**config.mk**
```make
export PLATFORM = sky130hd
export DESIGN_NAME = alu_commit
export DESIGN_NICKNAME = d
export VERILOG_FILES = /design/src/rtl/alu_commit_pkg.sv /design/src/rtl/alu_commit_gpr_merge.sv /design/src/rtl/alu_commit.sv
export SDC_FILE = /design/constraint.sdc
export NUM_CORES = 1
export LEC_CHECK = 0
export CORE_MARGIN = 4
export CORE_UTILIZATION = 30
export CTS_CLUSTER_SIZE = 25
export DETAILED_ROUTE_END_ITERATION = 10
export HOLD_SLACK_MARGIN = 0.06
export PLACE_DENSITY = 0.51
export SLEW_MARGIN = 20
export SYNTH_ARGS = -nofsm -noshare
export SYNTH_HDL_FRONTEND = slang
export SYNTH_SLANG_ARGS = --single-unit
export TNS_END_PERCENT = 50
```
**constraint.sdc**
```tcl
create_clock -name clk -period 5.18 [get_ports clk]
set_clock_uncertainty 0.1 [all_clocks]
set_input_delay 0.518 -clock clk [delete_from_list [all_inputs] [get_ports clk]]
set_output_delay 0.518 -clock clk [all_outputs]
set_load 0.02 [all_outputs]
```
**src/rtl/alu_commit_pkg.sv**
```systemverilog
// Shared constants for the ALU commit stage: status bit indices, destination
// width encodings, GPR indices and the stage-register payload.
package alu_commit_pkg;

  localparam int STAT_W  = 7;
  localparam int STAT_CF = 0;
  localparam int STAT_PF = 1;
  localparam int STAT_AF = 2;
  localparam int STAT_ZF = 3;
  localparam int STAT_SF = 4;
  localparam int STAT_OF = 5;
  localparam int STAT_DF = 6;

  typedef enum logic [1:0] {
    W_BYTE  = 2'b00,
    W_WORD  = 2'b01,
    W_DWORD = 2'b10,
    W_RSVD  = 2'b11
  } width_e;

  typedef enum logic [2:0] {
    R_EAX = 3'd0,
    R_ECX = 3'd1,
    R_EDX = 3'd2,
    R_EBX = 3'd3,
    R_ESP = 3'd4,
    R_EBP = 3'd5,
    R_ESI = 3'd6,
    R_EDI = 3'd7
  } gpr_e;

  // The destination index lives outside this struct because its width
  // follows the NREGS parameter of the top.
  typedef struct packed {
    logic [31:0]       result;
    logic [STAT_W-1:0] status;
    logic [1:0]        width;
    logic              hi8;
    logic              gpr_wr;
    logic              flags_wr;
  } stage_t;

endpackage

```
**src/rtl/alu_commit_gpr_merge.sv**
```systemverilog
// Sub-register merge: overlays an ALU result onto an old GPR value according
// to the destination width; reserved width leaves the value alone and flags it.
module gpr_merge
  import alu_commit_pkg::*;
(
  input  logic [31:0] old_i,
  input  logic [31:0] result_i,
  input  logic [1:0]  width_i,
  input  logic        hi8_i,
  output logic [31:0] new_o,
  output logic        err_o
);

  // NOTE: every output gets a default before the case so no path can infer a latch.
  always_comb begin
    new_o = old_i;
    err_o = 1'b0;
    case (width_i)
      W_BYTE: begin
        if (hi8_i) new_o[15:8] = result_i[7:0];
        else       new_o[7:0]  = result_i[7:0];
      end
      W_WORD:  new_o[15:0] = result_i[15:0];
      W_DWORD: new_o       = result_i;
      default: err_o       = 1'b1;
    endcase
  end

endmodule

```
**src/rtl/alu_commit.sv**
```systemverilog
// Commit stage behind the ALU: one-entry stage register, GPR file with
// sub-register merge, architectural status register and forwarding read ports.
module alu_commit
  import alu_commit_pkg::*;
#(
  parameter  int NREGS = 8,
  localparam int IDX_W = $clog2(NREGS)
) (
  input  logic              clk,
  input  logic              rst_n,
  input  logic              in_valid,
  output logic              in_ready,
  input  logic [31:0]       result,
  input  logic [STAT_W-1:0] status_new,
  input  logic [IDX_W-1:0]  dest_reg,
  input  logic [1:0]        dest_width,
  input  logic              dest_hi8,
  input  logic              gpr_wr,
  input  logic              flags_wr,
  input  logic              commit_en,
  input  logic [IDX_W-1:0]  rd_a,
  input  logic [IDX_W-1:0]  rd_b,
  output logic [31:0]       rd_a_data,
  output logic [31:0]       rd_b_data,
  output logic [STAT_W-1:0] status_q,
  output logic              pending,
  output logic [31:0]       retire_cnt,
  output logic              width_err
);

  logic [31:0]       gpr_q [NREGS];
  stage_t            stage_q, stage_d;
  logic [IDX_W-1:0]  dest_q;
  logic              pending_q;
  logic [31:0]       retire_cnt_q;
  logic              width_err_q;
  logic [STAT_W-1:0] status_d;
  logic [31:0]       merged;
  logic              merge_err;
  logic              capture, retire, fwd_a, fwd_b;

  assign in_ready = ~pending_q | commit_en;
  assign capture  = in_valid & in_ready;
  assign retire   = pending_q & commit_en;

  assign stage_d = '{result:   result,
                     status:   status_new,
                     width:    dest_width,
                     hi8:      dest_hi8,
                     gpr_wr:   gpr_wr,
                     flags_wr: flags_wr};

  // A forwarding hit means rd_x == dest_q, so the one merge of the destination
  // register serves the write port and both read ports.
  gpr_merge u_merge (
    .old_i    (gpr_q[dest_q]),
    .result_i (stage_q.result),
    .width_i  (stage_q.width),
    .hi8_i    (stage_q.hi8),
    .new_o    (merged),
    .err_o    (merge_err)
  );

  assign fwd_a     = pending_q & stage_q.gpr_wr & (rd_a == dest_q);
  assign fwd_b     = pending_q & stage_q.gpr_wr & (rd_b == dest_q);
  assign rd_a_data = fwd_a ? merged : gpr_q[rd_a];
  assign rd_b_data = fwd_b ? merged : gpr_q[rd_b];

  // DF is owned by the architectural register; the ALU's copy is never trusted.
  always_comb begin
    status_d          = stage_q.status;
    status_d[STAT_DF] = status_q[STAT_DF];
  end

  // NOTE: the GPR file is architecturally visible and must read 0 after reset,
  // so unlike a plain data RAM it is cleared in the reset branch.
  always_ff @(posedge clk or negedge rst_n) begin
    if (!rst_n) begin
      for (int i = 0; i < NREGS; i++) gpr_q[i] <= '0;
      stage_q      <= '0;
      dest_q       <= '0;
      pending_q    <= 1'b0;
      status_q     <= '0;
      retire_cnt_q <= '0;
      width_err_q  <= 1'b0;
    end else begin
      if (retire) begin
        retire_cnt_q <= retire_cnt_q + 32'd1;
        if (stage_q.gpr_wr && !merge_err) gpr_q[dest_q] <= merged;
        if (stage_q.gpr_wr && merge_err)  width_err_q   <= 1'b1;
        if (stage_q.flags_wr)             status_q      <= status_d;
      end
      if (capture) begin
        stage_q   <= stage_d;
        dest_q    <= dest_reg;
        pending_q <= 1'b1;
      end else if (retire) begin
        pending_q <= 1'b0;
      end
    end
  end

  assign pending    = pending_q;
  assign retire_cnt = retire_cnt_q;
  assign width_err  = width_err_q;

endmodule

```
**After elaboration in Yosys (flattened, before gate mapping)**

Index checks and enable logic that the tools add are counted.

- Word-level logic and storage cells: 69
- Flip-flop bits (word level): 342

- Equal/unequal tests: 4
- Add/sub/neg operators: 1
- Mux-type cells: 21
- Reduce and logical (&&, ||, !) cells: 10
- Order comparisons: 4
- Bitwise operators: 10

Operator list:

| cell | count |
|---|---|
| $bmux 32 s3 | 3 |
| $mux 32 | 9 |
| $bwmux 256 | 1 |
| $demux 32 s3 | 1 |
| $add 32x1->32 const B | 1 |
| $pmux 16 s2 | 1 |
| $mux 16 | 1 |
| $mux 8 | 2 |
| $ge 4x4->1 const B | 3 |
| $not 3->4 | 3 |
| $eq 3x3->1 | 2 |
| $reduce_and 2->1 | 3 |
| $and 1x1->1 | 5 |
| $lt 4x1->1 const B | 1 |
| $logic_and 1x1->1 | 3 |
| $mux 1 | 3 |
| $reduce_or 3->1 | 1 |
| $eq 2x1->1 const B | 1 |
| $eq 2x2->1 const B | 1 |
| $logic_not 2->1 | 1 |
| $reduce_bool 2->1 | 1 |
| $reduce_or 2->1 | 1 |
| $not 1->1 | 1 |
| $or 1x1->1 | 1 |

**Depth between registers and ports, before layout**

- Depth in word-level cells: 7
- Mapped depth: 10

**Cells and area by module**

From an unflattened synthesis, not the netlist that was laid out.

- Cell total of the unflattened synthesis: 1529
- Area, all modules: 20200.6 um2

Modules (own cells, without submodules):

| module | cells each | times used | area each (um2) | seq. area each (um2) |
|---|---|---|---|---|
| alu_commit | 1438 | 1 | 19600.0 | 8558.2 |
| gpr_merge | 91 | 1 | 600.6 | 0.0 |

**Least setup slack after synthesis**

Ideal clock, no wire load.

- Path type: register -> output
- Start: reg stage_q[4] (netlist name)
- End: out rd_b_data[5]
- Path slack: 2397 ps
- Required time: 4562 ps
- Arrival: 2165 ps
- Cell stages (with the launch flop): 8
- Cells stage by stage: dfrtp_1 > inv_1 > ha_1 > clkbuf_1 > a21oi_1 > nor2_2 > nand2_1 > a31oi_1

- Longest elaborated chain between the ends: 4
- Elaborated cells between the ends (all ways): 6
- Those cells by class: eq/ne: 2; mux: 2; reduce/logical: 2

RTL lines:

| what | line | RTL |
|---|---|---|
| start: declaration | alu_commit.sv:32 | `stage_t stage_q, stage_d;` |
| start signal: assignment | alu_commit.sv:94 | `stage_q <= stage_d;` |
| $eq 2x1->1 or $eq 2x2->1 (tied branches) | alu_commit_gpr_merge.sv:18 | `case (width_i)` |
| $reduce_or 2->1 (no line) | - |  |
| $pmux 16 s2 (*) | alu_commit_gpr_merge.sv:18 |  |
| $mux 32 (*) | alu_commit.sv:67 | `assign rd_b_data = fwd_b ? merged : gpr_q[rd_b];` |
| end: declaration | alu_commit.sv:24 | `output logic [31:0] rd_b_data,` |

Every way passes the cells marked *; elsewhere a longest branch is shown, timed or not.

**Final worst setup path**

- Start: reg dest_q[2]
- End: out rd_a_data[23]

- Longest elaborated chain between the ends: 6
- Elaborated cells between the ends (all ways): 8
- Those cells by class: eq/ne: 1; mux: 5; bitwise: 2

RTL lines:

| what | line | RTL |
|---|---|---|
| start: declaration | alu_commit.sv:33 | `logic [IDX_W-1:0] dest_q;` |
| start signal: assignment | alu_commit.sv:95 | `dest_q <= dest_reg;` |
| $not 3->4 (implied by the code) | alu_commit.sv:56 | `.old_i (gpr_q[dest_q]),` |
| $bmux 32 s3 | alu_commit.sv:56 |  |
| $mux 32 (implied by the code) (2 in series) | alu_commit.sv:56 |  |
| $mux 16 | alu_commit_gpr_merge.sv:18 |  |
| $mux 32 (*) | alu_commit.sv:66 | `assign rd_a_data = fwd_a ? merged : gpr_q[rd_a];` |
| end: declaration | alu_commit.sv:23 | `output logic [31:0] rd_a_data,` |

Every way passes the cells marked *; elsewhere a longest branch is shown, timed or not. The select of a mux whose other input is x is not followed.

==> impl_metrics.json <==
{
  "status": "completed",
  "seqPwrFrac_pct": 36.8,
  "grt.busiest_layer": "met2",
  "antenna_found_initial": 0,
  "clockBufferDepth": 3,
  "cap_violations": 0,
  "arrival_ns": 3.99,
  "grtUsageMet2_pct": 32.44,
  "grt_pass1_vias": 15730,
  "via_per_inst": 5.527,
  "rows": 93,
  "tritoncts": "yes",
  "min_path_type": "register to register",
  "synth_top_cell_by_area": "dfrtp_1",
  "die_area_sq_um": 69930,
  "maxSlewHeadroom_pct": 30.93,
  "finalHoldViolCount": 0,
  "ioPinCount": 163,
  "grt_max_degree": 104,
  "ir_worst_vdd_v": 0.0002480,
  "worst_pin_slew_ns": 1.035,
  "synthCells": 1800,
  "clkLatencyLatePin_ns": 0.57,
  "fp.dieW_microns": 264.4,
  "drtIter0Drc": 1218,
  "avgRoutedWirePerCell_microns": 24.66,
  "grt_pass1_wl_mm": 104.5,
  "drt_wl_total_mm": 69.45,
  "critPathTopFamily": "buffers and inverters",
  "cts_resized": 0,
  "tns_ns": 0,
  "finalCritPeriodShare_pct": 89.03,
  "fin_crit_ns": 4.612,
  "p_clk_share_pct": 24.7,
  "yosys.area.top_type_share_pct": 43.38,
  "clock-sinks": 342,
  "report.final.slew_viol_count": 0,
  "final_nets": 1988,
  "synth_nets": 1861,
  "synth_cell_type_count": 65,
  "numCtsBuffers": 43,
  "mostFrequentLayoutCells": "dfrtp_1 (339), nand2_1 (205), clkdlybuf4s50_1 (153)",
  "max_freq_mhz": 216.8,
  "syn_area_per_cell_sq_um": 10.96,
  "cp_slowest_cell": "dfrtp_2",
  "use_met1_pct": 25.54,
  "crit_fanout": 19,
  "async_flop_share_pct": 100.0,
  "yosysSeqAreaShare_pct": 43.38,
  "crit_required_ns": 4.56,
  "area_growth_pct": 20.62,
  "dpl_cell_area_sq_um": 22280,
  "ant_nets": 0,
  "use_met3_pct": 3.072,
  "switching_share_pct": 36.87,
  "synth_area_sq_um": 19730,
  "critPathBufInv": 2,
  "port_buffers": 160,
  "power_frac_comb_pct": 38.5,
  "num_vias": 15560,
  "setup_viol": 0,
  "crit_type": "register to output port",
  "path_clk_slew_ns": 0.06,
  "slowest_delay_ns": 0.70,
  "synth-edff-count": 0,
  "antenna_cells": 0,
  "worst_setup_path_end_kind": "output port",
  "fillers": 6328,
  "htree_num_levels": 2,
  "synth-seq-cells": 342,
  "synthTopCellsByArea": "dfrtp_1 (43%), mux4_2 (15%), mux2_2 (5.8%), nand2_1 (3.9%), a21oi_1 (3.6%)",
  "dp_hpwl_mm": 44.85,
  "initial_utilization_pct": 30.44,
  "path_cells": "buf_4 -> nand2b_1 -> o21ai_0 -> nor3_1 -> a21oi_2 -> a21oi_1 -> clkdlybuf4s50_1",
  "place.gp.congestion": 0.8358,
  "track_usage_pct": 19.41,
  "startpoint_type": "register",
  "rsz0062_at_grt": "false",
  "drcViolationCount": 0,
  "drive_gt1_share_pct": 23.25,
  "stdcell_area_sq_um": 23800,
  "first_pass_iters": 5,
  "net-switching-power_w": 0.004821,
  "cts-root-buf": "clkbuf_16",
  "synth_ff_type": "dfrtp_1",
  "core_area_sq_um": 64810,
  "chipHeight_microns": 264.4,
  "p_int_w": 0.008254,
  "gr-total-overflow": 0,
  "pwr_density_cell_nw_per_um2": 549.4,
  "cts_setup_buffers": 0,
  "cellLeakagePower_nw": 9.566,
  "mostFrequentLayoutCell": "dfrtp_1",
  "yosysWarnings": 0
}
## power groups by stage
stage	Combinational [W]	Sequential (W)	Clock, W
finish	0.00504	0.00481	0.00323
CTS	0.00507	0.00479	0.00331
floorplan	0.00351	0.00448	0
global route	0.00548	0.00497	0.00342
global placement	0.00499	0.00475	0
detailed placement	0.00505	0.00482	0
## layout make-up
type | count | area (sq um) | area share, %
clock inverter | 15 | 234.0 | 0.9832
clock buffer | 64 | 1277 | 5.368
sequential | 342 | 8564 | 35.99
timing repair buffer | 235 | 2210 | 9.285
inverter | 9 | 33.78 | 0.1420
tap | 855 | 1070 | 4.495
multi-input combinational | 1296 | 10410 | 43.74
## final timing paths
| kind | end | slack (ns) | start | cells past startpoint |
|---|---|---|---|---|
| setup / recovery | rd_a_data[23] | 0.57 | dest_q[2]$_DFFE_PN0P_ | 7 |
| hold / removal | retire_cnt[31]$_DFFE_PN0P_ | 0.37 | retire_cnt[31]$_DFFE_PN0P_ | 1 |
| setup reg to reg | gpr_q[116]$_DFFE_PN0P_ | 2.00 | dest_q[2]$_DFFE_PN0P_ | 4 |
| hold reg to reg | retire_cnt[31]$_DFFE_PN0P_ | 0.37 | retire_cnt[31]$_DFFE_PN0P_ | 1 |
| max in group asynchronous | gpr_q[176]$_DFFE_PN0P_ | 3.35 | rst_n | 3 |
| min in group asynchronous | retire_cnt[24]$_DFFE_PN0P_ | 0.46 | rst_n | 2 |
## repair_timing
action                                 CTS  global route
setup endpoints to repair                0             0
endpoints found under the hold margin   85             0
hold buffers                             1             0
## Yosys cell counts, drive strengths merged (10+ instances only)
library cell,count
a22oi,33
o21ai,187
nand4,10
a221oi,16
clkbuf,79
nand3,15
a211oi,64
xor2,11
mux4,130
a21oi,152
mux2i,28
a221o,14
xnor2,26
nand2,207
buf,74
nor2,113
mux2,108
dfrtp,342
a31oi,24
nor2b,69
## flip-flops by register name, summed over array words and instances, names as in the netlist
register	flops
pending	1
stage_q	43
width_err	1
status_q	6
retire_cnt	32
gpr_q	256
dest_q	3
## layer usage
layer | wire length, microns | share of wire [%]
met5 | 0 | 0
met4 | 2520 | 3.6
met3 | 4103 | 5.9
met2 | 33900 | 49
met1 | 28930 | 42
## through the flow
stage	power [W]	util (%)	cells	setup WS [ns]	hold slack, ns
after floorplan	0.007993	-	1800	2.397	0.1224
after global placement	0.009741	34.37	2736	1.234	0.3611
after detailed placement	0.009866	34.37	2736	1.212	0.3616
after CTS	0.01317	36.72	2816	0.5856	0.3739
after global routing	0.01386	36.72	2816	0.4687	0.4048
final	0.01308	36.72	2816	0.5685	0.3678
## cell families (layout without fill, tap and decap cells)
| logic type | after synthesis | in the layout | share of synthesized area, % |
|---|---|---|---|
| XOR/XNOR | 37 | 37 | 1.643 |
| adder cells (fa/ha/maj) | 4 | 4 | 0.2537 |
| multiplexers | 266 | 266 | 22.43 |
| AND/OR/NAND/NOR | 451 | 451 | 10.63 |
| flip-flops | 342 | 342 | 43.38 |
| other | 1 | 1 | 0.01901 |
| buffers and inverters | 162 | 323 | 3.938 |
| AO/OA/AOI/OAI | 537 | 537 | 17.71 |
Power figures use the tool's default switching activity.
